==> src/rtl/fano_pkg.sv <==
// Shared types and helpers for the Fano decoder front end.
package fano_pkg;

    typedef logic [2:0] phase_t;

    localparam int NUM_PHASES_BASE = 4;

    // Two's-complement negation of a w-bit value held sign-extended in 32 bits;
    // the most negative w-bit value maps to the most positive instead of wrapping.
    function automatic logic signed [31:0] sat_neg(input logic signed [31:0] x,
                                                   input int w);
        logic signed [31:0] lo;
        lo = -(32'sd1 <<< (w - 1));
        return (x == lo) ? ~lo : -x;
    endfunction

endpackage

==> src/rtl/llr_phase_former_if.sv <==
// Symbol-in / LLR-pair-out stream bundle for llr_phase_former.
// master: upstream demodulator + downstream depuncturer side; slave: the former itself.
interface llr_phase_former_if #(
    parameter int IN_WIDTH  = 8,
    parameter int LLR_WIDTH = 4
);

    logic                        s_valid;
    logic                        s_ready;
    logic signed [IN_WIDTH-1:0]  s_i;
    logic signed [IN_WIDTH-1:0]  s_q;
    logic                        m_valid;
    logic                        m_ready;
    logic signed [LLR_WIDTH-1:0] m_llr0;
    logic signed [LLR_WIDTH-1:0] m_llr1;

    modport master (
        output s_valid, s_i, s_q, m_ready,
        input  s_ready, m_valid, m_llr0, m_llr1
    );

    modport slave (
        input  s_valid, s_i, s_q, m_ready,
        output s_ready, m_valid, m_llr0, m_llr1
    );

endinterface

==> src/rtl/llr_quantizer.sv <==
// Combinational soft-value quantizer: round-half-up right shift followed by
// symmetric saturation to the LLR range.
module llr_quantizer #(
    parameter int IN_WIDTH  = 8,
    parameter int LLR_WIDTH = 4,
    parameter int SHIFT_W   = 3
) (
    input  logic signed [IN_WIDTH-1:0]  din,
    input  logic        [SHIFT_W-1:0]   shift,
    output logic signed [LLR_WIDTH-1:0] dout
);

    localparam int LMAX = (1 << (LLR_WIDTH - 1)) - 1;

    // One guard bit above the input keeps the rounding bias from wrapping.
    function automatic logic signed [IN_WIDTH:0] round_shift(
        input logic signed [IN_WIDTH-1:0] x,
        input logic        [SHIFT_W-1:0]  s
    );
        logic signed [IN_WIDTH:0] ext;
        logic signed [IN_WIDTH:0] bias;
        ext  = {x[IN_WIDTH-1], x};
        bias = '0;
        if (s != '0) begin
            bias = (IN_WIDTH + 1)'(1) << (s - SHIFT_W'(1));
        end
        return (ext + bias) >>> s;
    endfunction

    // Symmetric clamp: the most negative LLR code is never produced.
    function automatic logic signed [LLR_WIDTH-1:0] sat_llr(
        input logic signed [IN_WIDTH:0] x
    );
        logic signed [IN_WIDTH:0] hi;
        logic signed [IN_WIDTH:0] lo;
        hi = (IN_WIDTH + 1)'(LMAX);
        lo = -hi;
        if (x > hi) begin
            return hi[LLR_WIDTH-1:0];
        end else if (x < lo) begin
            return lo[LLR_WIDTH-1:0];
        end
        return x[LLR_WIDTH-1:0];
    endfunction

    assign dout = sat_llr(round_shift(din, shift));

endmodule

==> src/rtl/llr_phase_former.sv <==
// QPSK soft symbol -> signed LLR pair, with a trial phase rotation stepped by
// the sync system during lock search. Two-stage pipeline: rotate, quantize.
// Build option: define IQ_SWAP_EN to add four spectrally inverted phases (4..7).
module llr_phase_former
    import fano_pkg::*;
#(
    parameter int IN_WIDTH  = 8,
    parameter int LLR_WIDTH = 4,
    parameter int SHIFT_W   = 3
) (
    input  logic                 clk,
    input  logic                 reset_n,
    llr_phase_former_if.slave    bus,
    input  logic [SHIFT_W-1:0]   i_shift,
    input  logic                 i_next_phase,
    input  logic                 i_llr_reset,
    output phase_t               o_phase,
    output logic                 o_last_phase_stb
);

`ifdef IQ_SWAP_EN
    localparam int NUM_PHASES = 2 * NUM_PHASES_BASE;
`else
    localparam int NUM_PHASES = NUM_PHASES_BASE;
`endif
    localparam phase_t LAST_PHASE = phase_t'(NUM_PHASES - 1);

    phase_t phase;
    logic   last_stb;

    logic en_p1;
    logic en_p2;
    logic vld_p1;
    logic vld_p2;

    logic signed [IN_WIDTH-1:0]  src_i_p0;
    logic signed [IN_WIDTH-1:0]  src_q_p0;
    logic signed [IN_WIDTH-1:0]  rot_i_p0;
    logic signed [IN_WIDTH-1:0]  rot_q_p0;
    logic signed [IN_WIDTH-1:0]  rot_i_p1;
    logic signed [IN_WIDTH-1:0]  rot_q_p1;
    logic signed [LLR_WIDTH-1:0] llr0_p1;
    logic signed [LLR_WIDTH-1:0] llr1_p1;
    logic signed [LLR_WIDTH-1:0] llr0_p2;
    logic signed [LLR_WIDTH-1:0] llr1_p2;

    function automatic logic signed [IN_WIDTH-1:0] neg_in(
        input logic signed [IN_WIDTH-1:0] x
    );
        return IN_WIDTH'(sat_neg(32'(x), IN_WIDTH));
    endfunction

    // Each stage advances when its output slot is empty or being drained.
    assign en_p2       = !vld_p2 || bus.m_ready;
    assign en_p1       = !vld_p1 || en_p2;
    assign bus.s_ready = en_p1;

    // Trial phase counter; reset wins over advance, strobe only on a real wrap.
    always_ff @(posedge clk) begin
        if (!reset_n) begin
            phase    <= '0;
            last_stb <= 1'b0;
        end else begin
            last_stb <= i_next_phase && !i_llr_reset && (phase == LAST_PHASE);
            if (i_llr_reset) begin
                phase <= '0;
            end else if (i_next_phase) begin
                phase <= (phase == LAST_PHASE) ? phase_t'(0) : phase + phase_t'(1);
            end
        end
    end

    // ---- stage 0 -> 1: optional I/Q swap, then quarter-turn rotation ----
    // Rotation uses the phase register as it stands at accept time.
    always_comb begin
        src_i_p0 = bus.s_i;
        src_q_p0 = bus.s_q;
`ifdef IQ_SWAP_EN
        if (phase[2]) begin
            src_i_p0 = bus.s_q;
            src_q_p0 = bus.s_i;
        end
`endif
        rot_i_p0 = src_i_p0;
        rot_q_p0 = src_q_p0;
        case (phase[1:0])
            2'd0: begin
                rot_i_p0 = src_i_p0;
                rot_q_p0 = src_q_p0;
            end
            2'd1: begin
                rot_i_p0 = neg_in(src_q_p0);
                rot_q_p0 = src_i_p0;
            end
            2'd2: begin
                rot_i_p0 = neg_in(src_i_p0);
                rot_q_p0 = neg_in(src_q_p0);
            end
            2'd3: begin
                rot_i_p0 = src_q_p0;
                rot_q_p0 = neg_in(src_i_p0);
            end
        endcase
    end

    // Stage 1 valid: loads on every enabled cycle, so an empty slot clears.
    always_ff @(posedge clk) begin
        if (!reset_n) begin
            vld_p1 <= 1'b0;
        end else if (en_p1) begin
            vld_p1 <= bus.s_valid;
        end
    end

    // Stage 1 data: captured only for an accepted symbol.
    always_ff @(posedge clk) begin
        if (en_p1 && bus.s_valid) begin
            rot_i_p1 <= rot_i_p0;
            rot_q_p1 <= rot_q_p0;
        end
    end

    // ---- stage 1 -> 2: round, shift, saturate ----
    llr_quantizer #(
        .IN_WIDTH  (IN_WIDTH),
        .LLR_WIDTH (LLR_WIDTH),
        .SHIFT_W   (SHIFT_W)
    ) u_quant_i (
        .din   (rot_i_p1),
        .shift (i_shift),
        .dout  (llr0_p1)
    );

    llr_quantizer #(
        .IN_WIDTH  (IN_WIDTH),
        .LLR_WIDTH (LLR_WIDTH),
        .SHIFT_W   (SHIFT_W)
    ) u_quant_q (
        .din   (rot_q_p1),
        .shift (i_shift),
        .dout  (llr1_p1)
    );

    // Output register: holds valid and data while downstream stalls; cleared on reset.
    always_ff @(posedge clk) begin
        if (!reset_n) begin
            vld_p2  <= 1'b0;
            llr0_p2 <= '0;
            llr1_p2 <= '0;
        end else if (en_p2) begin
            vld_p2 <= vld_p1;
            if (vld_p1) begin
                llr0_p2 <= llr0_p1;
                llr1_p2 <= llr1_p1;
            end
        end
    end

    assign bus.m_valid      = vld_p2;
    assign bus.m_llr0       = llr0_p2;
    assign bus.m_llr1       = llr1_p2;
    assign o_phase          = phase;
    assign o_last_phase_stb = last_stb;

endmodule

==> src/flat_wrapper.sv <==
// flat-port wrapper written by rule: the top's interface ports become plain ports
module llr_phase_former_flat import fano_pkg::*;
#(
    parameter int IN_WIDTH  = 8,
    parameter int LLR_WIDTH = 4,
    parameter int SHIFT_W   = 3
)
  (clk, reset_n, i_shift, i_next_phase, i_llr_reset, o_phase, o_last_phase_stb, bus_s_valid, bus_s_i, bus_s_q, bus_m_ready, bus_s_ready, bus_m_valid, bus_m_llr0, bus_m_llr1);
  llr_phase_former_if #(.IN_WIDTH(IN_WIDTH), .LLR_WIDTH(LLR_WIDTH)) bus_i ();
  input  logic clk;
  input  logic reset_n;
  input  logic [SHIFT_W-1:0] i_shift;
  input  logic i_next_phase;
  input  logic i_llr_reset;
  output phase_t o_phase;
  output logic o_last_phase_stb;
  input wire logic [$bits(bus_i.s_valid)-1:0] bus_s_valid;
  input wire logic [$bits(bus_i.s_i)-1:0] bus_s_i;
  input wire logic [$bits(bus_i.s_q)-1:0] bus_s_q;
  input wire logic [$bits(bus_i.m_ready)-1:0] bus_m_ready;
  output wire logic [$bits(bus_i.s_ready)-1:0] bus_s_ready;
  output wire logic [$bits(bus_i.m_valid)-1:0] bus_m_valid;
  output wire logic [$bits(bus_i.m_llr0)-1:0] bus_m_llr0;
  output wire logic [$bits(bus_i.m_llr1)-1:0] bus_m_llr1;
  assign bus_i.s_valid = bus_s_valid;
  assign bus_i.s_i = bus_s_i;
  assign bus_i.s_q = bus_s_q;
  assign bus_i.m_ready = bus_m_ready;
  assign bus_s_ready = bus_i.s_ready;
  assign bus_m_valid = bus_i.m_valid;
  assign bus_m_llr0 = bus_i.m_llr0;
  assign bus_m_llr1 = bus_i.m_llr1;
  llr_phase_former #(.IN_WIDTH(IN_WIDTH), .LLR_WIDTH(LLR_WIDTH), .SHIFT_W(SHIFT_W)) u_core (.clk(clk), .reset_n(reset_n), .bus(bus_i), .i_shift(i_shift), .i_next_phase(i_next_phase), .i_llr_reset(i_llr_reset), .o_phase(o_phase), .o_last_phase_stb(o_last_phase_stb));
endmodule
==> config.mk <==
export PLATFORM = sky130hd
export DESIGN_NAME = llr_phase_former_flat
export DESIGN_NICKNAME = d
export VERILOG_FILES = /design/src/rtl/fano_pkg.sv /design/src/rtl/llr_phase_former_if.sv /design/src/rtl/llr_quantizer.sv /design/src/rtl/llr_phase_former.sv /design/src/flat_wrapper.sv
export SDC_FILE = /design/constraint.sdc
export NUM_CORES = 1
export LEC_CHECK = 0
export ABC_AREA = 1
export BUFFER_PORTS_ARGS = -buffer_cell sky130_fd_sc_hd__buf_2
export CORE_MARGIN = 2
export CORE_UTILIZATION = 40
export CTS_CLUSTER_SIZE = 20
export DETAILED_ROUTE_END_ITERATION = 8
export SLEW_MARGIN = 20
export SYNTH_ARGS = -nofsm -noshare
export SYNTH_HDL_FRONTEND = slang
export SYNTH_SLANG_ARGS = --single-unit
export TNS_END_PERCENT = 10
==> constraint.sdc <==
create_clock -name clk -period 4.8 [get_ports clk]
set_clock_uncertainty 0.05 [all_clocks]
set_input_delay 0.24 -clock clk [delete_from_list [all_inputs] [get_ports clk]]
set_output_delay 0.24 -clock clk [all_outputs]
set_load 0.005 [all_outputs]
==> results.toml, run 1 <==
[power_and_ir_drop]
p_leak_nw = 1.96
peakVddDrop_uv = 88.2
power_density_nw_per_um2 = 216

[clock_network]
cts_root_buf = "clkbuf_8"
cts_tree = "yes"
cts_buffers = 5
cts_hold_buf = 0
htree_num_levels = 2
insertion_delay_ns = 0.28
post-cts-setup-buffers = 0
postCtsResizedCells = 0
clk_pin_slew_worst_paths_ns = 0.07
clockBufferDepth = 2
cts_sinks = 30

[worst_setup_path]
worstPathMaxFanout = 23
startpoint_type = "input port"
cp_slowest_stage_delay_ns = 0.40
ff2ff_path_depth = 21
arrival_ns = 3.26
endpoint_kind = "flip-flop"
required_ns = 4.93
crit_slowest_cell = "nor3_1"
cp_cell_sequence = "buf_2 -> inv_2 -> nor3_1 -> ha_1 -> inv_1 -> nor2_1 -> nor2_1 -> o21a_1 -> nand3_1 -> nand2_2 -> nand2_2 -> nand3_1 -> nand2_1 -> nand3_1 -> nand3_1 -> nand2_1 -> nand2_1 -> nor2_1 -> nor2_1"
worstSetupPathType = "in2reg"

[placed_design]
gp_congestion = 0.929
dp_slack_ns = 1.40
hpwl_mm = 7.14
portBuffers = 38

[logic_synthesis]
avgSynthCellArea_um2 = 5.91
syn_area_um2 = 3460
yosys_register_bits = 30
yosysTopAreaCellShare_pct = 16.2
ys.warnings.count = 0
ys_top_cells_by_area = "nand2_1, edfxtp_1, nand3_1"
synth.yosys.seq_area_share_pct = 22.0
syn_inst = 585
ys_types = 39
yosys.area.top_type = "nand2_1"

[floorplan]
initial_utilization_pct = 41.7
rows = 33
core_area_um2 = 8300
die-width_um = 97
chipHeight_um = 97
die-area_um2 = 9410
ioPinCount = 39

[global_route]
grt_util_all_layers_pct = 19.7
antenna_found_initial = 0
grt_pass1_vias = 3601
grt_overflow = 0
grt_pass1_wl_mm = 15.7
grt_max_degree = 26

[sta]
whs_ns = 0.115
slew_headroom_pct = 61.4
hold_violations = 0
setup_ws_ns = 1.67
rsz0062_at_grt = "no"
max_freq_mhz = 320
tns_ns = 0
timing.final.crit_share_pct = 65.2
tightest_slew_ns = 0.579
maxSlewViolCount = 0
period_minus_slack_ns = 3.13
setup_viol_count_final = 0

[final_layout]
fin_nets = 652
layout-drive-gt1-share_pct = 11.4
final_common_cell = "nand2_1"
num_antenna_cells = 0
area_delta_synth_final_pct = 8.64
final_cell_mix = "nand2_1, nand3_1, inv_1, nor2_1"

[detailed_routing]
route.vias.total = 3856
wirelength_mm = 9.00
drt_pass1_iterations = 4
first_iter_violations = 279
drt-wirelength-per-cell_um = 12.5
via_per_inst = 5.38
drc = 0
postRouteAntennaNets = 0

[status]
run_status = "completed"

[flow_run]
cap_viol_max_count = 0

[worst_hold_path]
hold_path_class = "in2reg"
hold_path_depth = 2
## layout make-up
class / instances / area [um^2]
inverter: 93 / 349
clock buffer: 5 / 68.8
multi-input combinational: 443 / 2240
tap: 105 / 131
clock inverter: 3 / 15.0
fill: 910 / 4540
sequential: 30 / 761
timing repair buffer: 38 / 190
## worst max-delay path, delay by kind of cell
kind / cells / cell delay (ns)
buffers and inverters: 3 / 0.84
AO/OA/AOI/OAI: 1 / 0.15
adder cells (fa/ha/maj): 1 / 0.34
AND/OR/NAND/NOR: 14 / 1.67
## power by group
part	leakage [nW]	switching, mW	internal, mW
sequential	0.272	0.0123	0.294
combinational	1.64	0.205	0.105
clock	0.0459	0.0960	0.0993
## kinds of logic (layout without fill, tap and decap cells)
group                    count (synthesis)  count (layout)  synth area share, %
AND/OR/NAND/NOR                        323             323                 41.7
buffers and inverters                  113             139                 13.3
AO/OA/AOI/OAI                           98              98                 16.1
flip-flops                              30              30                 22.0
adder cells (fa/ha/maj)                 16              16                 5.79
XOR/XNOR                                 4               4                 1.01
other                                    1               2                0.108
## layer usage
layer / GRT usage, % / vias to the layer above / routed length [um] / share of wire (%)
met1: 24.9 / 1737 / 4080 / 45
met2: 33.5 / 108 / 4290 / 48
met3: 2.82 / 26 / 356 / 4.0
met5: 0 / - / 0 / 0
met4: 8.02 / 0 / 269 / 3.0
li1: - / 1985 / - / -
## cell usage after synthesis (all sizes together)
master / instances
a211oi: 2
a21boi: 2
a21oi: 35
a221oi: 2
a22oi: 7
a31oi: 2
a32oi: 1
and2: 1
buf: 6
clkbuf: 14
clkinv: 1
conb: 1
dfxtp: 14
edfxtp: 16
ha: 16
inv: 92
nand2: 160
nand3: 95
nand4: 7
nor2: 45
nor3: 12
nor4: 2
o2111ai: 3
o21a: 2
o21ai: 39
o31ai: 2
o32ai: 1
or2: 1
xnor2: 2
xor2: 2
## sequential cells by signal (all words and copies together) (netlist names)
name and count:
u_core.bus.m_llr0 4, u_core.bus.m_llr1 4, u_core.bus.m_valid 1, u_core.o_last_phase_stb 1
u_core.o_phase 3, u_core.rot_i_p1 8, u_core.rot_q_p1 8, u_core.vld_p1 1
## worst paths after layout
path	start	end	slack, ns
worst max register to register	u_core.rot_q_p1[1]$_DFFE_PP_	u_core.bus.m_llr1[0]$_SDFFE_PN0P_	2.28
worst min-delay path	i_next_phase	u_core.o_phase[2]$_SDFFE_PP0P_	0.11
worst max-delay path	i_shift[2]	u_core.bus.m_llr1[0]$_SDFFE_PN0P_	1.67
worst min register to register	u_core.o_phase[2]$_SDFFE_PP0P_	u_core.o_phase[2]$_SDFFE_PP0P_	0.42
## metrics by stage
step                power, mW  instance area [um^2]  cells  util [%]
floorplan               0.542                  3460    586         -
global placement        0.612                  3670    709      44.3
detailed placement      0.616                  3670    709      44.3
CTS                     0.816                  3760    717      45.3
global route            0.879                  3760    717      45.3
finish                  0.812                  3760    717      45.3
Note: power is estimated with default switching activity, not from simulation.
==> inputs of run 2 (changes only) <==
==> constraint.sdc (replaced) <==
create_clock -name clk -period 3.1 [get_ports clk]
set_clock_uncertainty 0.05 [all_clocks]
set_input_delay 0.155 -clock clk [delete_from_list [all_inputs] [get_ports clk]]
set_output_delay 0.155 -clock clk [all_outputs]
set_load 0.005 [all_outputs]
==> run 2 against run 1 <==
Sequential power rose by 55%. Non-clock buffer count rose by 6. Register-to-register slack got worse by 1.7 ns. Combinational power rose by 56%. Sequential cell count did not move. Final area rose by 1.2%. Final cell count rose by 0.84%. Global-route usage rose by 0.27 points.
==> results.toml, run 2 (same netlist as run 1, synthesis figures left out) <==
[detailed_routing]
route.vias.total = 3798
wirelength_mm = 9.14
postRouteAntennaNets = 0
drt_pass1_iterations = 4
drc = 0
first_iter_violations = 166
drt-wirelength-per-cell_um = 12.6
via_per_inst = 5.25

[worst_setup_path]
worstPathMaxFanout = 14
worst-path-buf-inv = 3
arrival_ns = 2.70
worstSetupPathType = "in2reg"
required_ns = 3.23
startpoint_type = "input port"
critical-path-top-delay-family = "simple AND/OR/NAND/NOR gates"
cp_cell_sequence = "buf_2 -> inv_2 -> nor3_1 -> ha_1 -> inv_1 -> nor2_1 -> nor2_1 -> o21a_1 -> nand3_1 -> nand3_1 -> nand3_1 -> nand3_1 -> nand2_1 -> nor2_1 -> nand3_1 -> nand2_1 -> nand2_1 -> nor2_1 -> nor2_1"
endpoint_kind = "flip-flop"
crit_slowest_cell = "nor3_1"
cp_slowest_stage_delay_ns = 0.34

[placed_design]
gp_congestion = 0.947
hpwl_mm = 7.35
portBuffers = 38
dp.cells = 715

[sta]
rsz0062_at_grt = "no"
timing.final.crit_share_pct = 83.2
tns_ns = 0
setup_viol_count_final = 0
slew_headroom_pct = 58.8
max_freq_mhz = 388
maxSlewViolCount = 0
tightest_slew_ns = 0.617
period_minus_slack_ns = 2.58
hold_violations = 0

[global_route]
grt_max_degree = 22
grt_overflow = 0
grt_util_all_layers_pct = 19.9
grt_pass1_vias = 3603
grt_pass1_wl_mm = 16.1
antenna_found_initial = 0

[floorplan]
ioPinCount = 39
initial_utilization_pct = 41.7
die-area_um2 = 9410
rows = 33
chipHeight_um = 97
core_area_um2 = 8300
die-width_um = 97

[final_layout]
fin_nets = 658
final_cell_mix = "nand2_1, nand3_1, inv_1, nor2_1"
reg.largest.list = "u_core.rot_i_p1 (8), u_core.rot_q_p1 (8)"
fin_cells = 723
fill_cells = 904
finish.utilization_pct = 45.8
layout-drive-gt1-share_pct = 12.3
num_antenna_cells = 0
area_delta_synth_final_pct = 9.95
final_common_cell = "nand2_1"

[clock_network]
postCtsResizedCells = 0
cts_buffers = 5
clockBufferDepth = 2
post-cts-setup-buffers = 0
insertion_delay_ns = 0.28
htree_num_levels = 2
clk_pin_slew_worst_paths_ns = 0.07
cts_tree = "yes"
cts_hold_buf = 0
cts_root_buf = "clkbuf_8"
cts_sinks = 30

[power_and_ir_drop]
p_leak_nw = 1.98
power_density_nw_per_um2 = 331
peakVddDrop_uv = 169

[worst_hold_path]
hold_path_class = "in2reg"

[flow_run]
cap_viol_max_count = 0

[status]
run_status = "completed"
## run 2: changes by cell type in the layout (fill, tap and decap cells not counted), sizes merged
cell / change
buf: +6
## run 2: stage by stage
step	hold slack [ns]	setup slack [ns]	cell area [um^2]	power (mW)
floorplan	0.199	0.494	3460	0.840
global placement	0.320	0.285	3720	0.955
detailed placement	0.333	0.254	3720	0.962
CTS	0.0259	0.545	3800	1.27
global route	0.0462	0.175	3800	1.37
finish	0.0346	0.522	3800	1.26
## run 2: worst reg2reg max path: cells and delay by family (launching register included)
kind	cells	cell delay, ns
adder cells (fa/ha/maj)	1	0.35
flip-flops	1	0.41
AND/OR/NAND/NOR	13	1.28
AO/OA/AOI/OAI	1	0.16
buffers and inverters	1	0.14
## run 2: area by class of cell
type | count | area [um^2] | area share, %
multi-input combinational | 443 | 2240 | 59.0
tap | 105 | 131 | 3.45
inverter | 93 | 349 | 9.18
clock buffer | 5 | 68.8 | 1.81
clock inverter | 3 | 15.0 | 0.395
sequential | 30 | 761 | 20.0
timing repair buffer | 44 | 235 | 6.18
## run 2: worst paths after layout
path,startpoint,endpoint,slack (ns),cells past startpoint
max,i_shift[1],u_core.bus.m_llr1[0]$_SDFFE_PN0P_,0.52,19
min,i_next_phase,u_core.o_phase[2]$_SDFFE_PP0P_,0.03,2
max reg2reg,u_core.rot_q_p1[5]$_DFFE_PP_,u_core.bus.m_llr1[0]$_SDFFE_PN0P_,0.63,16
min reg2reg,u_core.bus.m_llr0[3]$_SDFFE_PN0P_,u_core.bus.m_llr0[3]$_SDFFE_PN0P_,0.41,2
## run 2: report_power, final
group | switching [mW] | leakage [nW] | internal (mW)
logic | 0.316 | 1.67 | 0.168
registers | 0.0186 | 0.272 | 0.455
clock network | 0.146 | 0.0459 | 0.154
## run 2: per-layer routing
metal	vias to the layer above	track usage [%]	share of wire (%)
met3	14	2.31	3.1
met5	-	0	0
met4	0	6.39	1.4
met2	69	35.1	49
li1	2007	-	-
met1	1708	25.3	47
==> inputs of run 3 (changes only) <==
==> constraint.sdc (replaced) <==
create_clock -name clk -period 2.2 [get_ports clk]
set_clock_uncertainty 0.05 [all_clocks]
set_input_delay 0.11 -clock clk [delete_from_list [all_inputs] [get_ports clk]]
set_output_delay 0.11 -clock clk [all_outputs]
set_load 0.005 [all_outputs]
==> run 3 against run 2 <==
The run now ends with setup timing left. Die area did not move. First-iteration DRC count fell by 8.4%. Power rose by 63%. Global-route usage rose by 1.2 points. Utilization rose by 12 points. Register-to-register slack got worse by 0.75 ns. Sequential power rose by 42%. Combinational power rose by 99%. Non-clock buffer count rose by 63. Highest routed layer unchanged.
==> results.toml, run 3 (same netlist as run 1, synthesis figures left out) <==
[status]
run_status = "complete, but fails checks"
violations = "setup timing"

[clock_network]
cts_tree = "yes"
htree_num_levels = 2
clk_pin_slew_worst_paths_ns = 0.07
insertion_delay_ns = 0.28
cts_root_buf = "clkbuf_8"
cts_sinks = 30
clockBufferDepth = 2
cts_buffers = 5

[sta]
setup_viol_count_final = 6
period_minus_slack_ns = 2.32
hold_violations = 0
max_freq_mhz = 431
timing.final.crit_share_pct = 105
maxSlewViolCount = 0
setup_ws_ns = -0.119
rsz0062_at_grt = "yes"
tightest_slew_ns = 0.590
whs_ns = 0.0597
slew_headroom_pct = 60.6

[final_layout]
area_delta_synth_final_pct = 37.9
num_antenna_cells = 0
fill_cells = 795
layout-drive-gt1-share_pct = 34.9
final_cell_mix = "nand2_1, inv_1, buf_4, nand3_1"
reg.largest.list = "u_core.rot_i_p1 (8), u_core.rot_q_p1 (8)"
fin_nets = 721
final_common_cell = "nand2_1"

[placed_design]
portBuffers = 38
hpwl_mm = 7.54
gp_congestion = 0.861
dp_slack_ns = -0.274

[worst_setup_path]
worstSetupPathType = "reg2reg"
startpoint_type = "flip-flop"
crit_end = "u_core.bus.m_llr0[0]$_SDFFE_PN0P_"
cp-startpoint = "u_core.rot_i_p1[5]$_DFFE_PP_"
ff2ff_path_depth = 17
endpoint_kind = "flip-flop"
worstPathMaxFanout = 3
rrSetupSlack_ns = -0.12
reg2reg_to = "u_core.bus.m_llr0[0]$_SDFFE_PN0P_"
required_ns = 2.33
arrival_ns = 2.45
r2r_start = "u_core.rot_i_p1[5]$_DFFE_PP_"

[detailed_routing]
route.vias.total = 4090
drt_pass1_iterations = 4
first_iter_violations = 152
drt-wirelength-per-cell_um = 12.8
postRouteAntennaNets = 0
via_per_inst = 5.20
drc = 0
wirelength_mm = 10.1

[power_and_ir_drop]
power_density_nw_per_um2 = 431
p_leak_nw = 2.40
peakVddDrop_uv = 228

[worst_hold_path]
min_from = "bus_m_ready"
hold_path_class = "in2reg"

[floorplan]
chipHeight_um = 97
core_area_um2 = 8300
rows = 33
initial_utilization_pct = 41.7
die-area_um2 = 9410
ioPinCount = 39
die-width_um = 97

[global_route]
grt_overflow = 0
grt_max_degree = 22
grt_pass1_wl_mm = 17.0
antenna_found_initial = 0
grt_pass1_vias = 4001
grt_util_all_layers_pct = 21.1

[flow_run]
cap_viol_max_count = 0
run 3: what timing repair did:
action	4_1_cts	5_1_grt
hold buffers	1	0
resized for setup	66	43
setup buffers	6	3
hold endpoints to repair	1	0
endpoints found under the setup margin	6	6
pin swaps	50	41
run 3: layout make-up:
type                       instances  area [um^2]  share of cell area [%]
multi-input combinational        443         2710                    56.7
sequential                        30          761                    15.9
timing repair buffer             107          742                    15.5
inverter                          93          349                    7.32
tap                              105          131                    2.75
clock buffer                       5         68.8                    1.44
clock inverter                     3         15.0                   0.315
run 3: stage by stage:
| stage | area, um^2 | total power [mW] | setup TNS [ns] | cells | util [%] |
|---|---|---|---|---|---|
| finish | 4770 | 2.05 | -0.557 | 786 | 57.5 |
| global route | 4770 | 2.22 | -1.71 | 786 | 57.5 |
| CTS | 4580 | 1.99 | -0.276 | 783 | 55.2 |
| detailed placement | 4180 | 1.48 | -1.57 | 769 | 50.3 |
| global placement | 4180 | 1.47 | -1.38 | 769 | 50.3 |
| floorplan | 3540 | 1.20 | -0.753 | 586 | - |
run 3: worst min path at each step:
stage,cells after the start,slack (ns),end
after global routing,3,0.07,u_core.vld_p1$_SDFFE_PN0N_
after CTS,4,0.05,u_core.bus.m_valid$_SDFFE_PN0P_
final,4,0.06,u_core.bus.m_valid$_SDFFE_PN0P_
after floorplan,1,0.15,u_core.o_phase[2]$_SDFFE_PP0P_
after detailed placement,2,0.28,u_core.o_phase[2]$_SDFFE_PP0P_
after global placement,2,0.28,u_core.o_phase[2]$_SDFFE_PP0P_
run 3: power by group:
group          switching [mW]  internal (mW)
Combinational           0.562          0.399
Clock                   0.207          0.217
Sequential             0.0290          0.641
run 3: worst max-delay path, stage by stage (launching register included):
cell and delay, ns:
edfxtp_1 0.44, ha_4 0.31, inv_2 0.05, buf_6 0.11, nor2_4 0.14, nand3_4 0.11
nand4_1 0.17, nand3_2 0.12, nand3_2 0.09, nand2_2 0.06, nor2_1 0.09, nand2_1 0.06
nand2_1 0.08, nand2_2 0.08, nand2_2 0.06, nand3_2 0.05, nor2_1 0.10, nor2_1 0.05
run 3: metal layers:
layer / track usage (%) / up-vias / share of wire (%)
li1: - / 2123 / -
met1: 25.4 / 1860 / 44
met2: 38.3 / 78 / 50
met3: 2.46 / 29 / 3.1
met4: 8.02 / 0 / 2.5
met5: 0 / - / 0
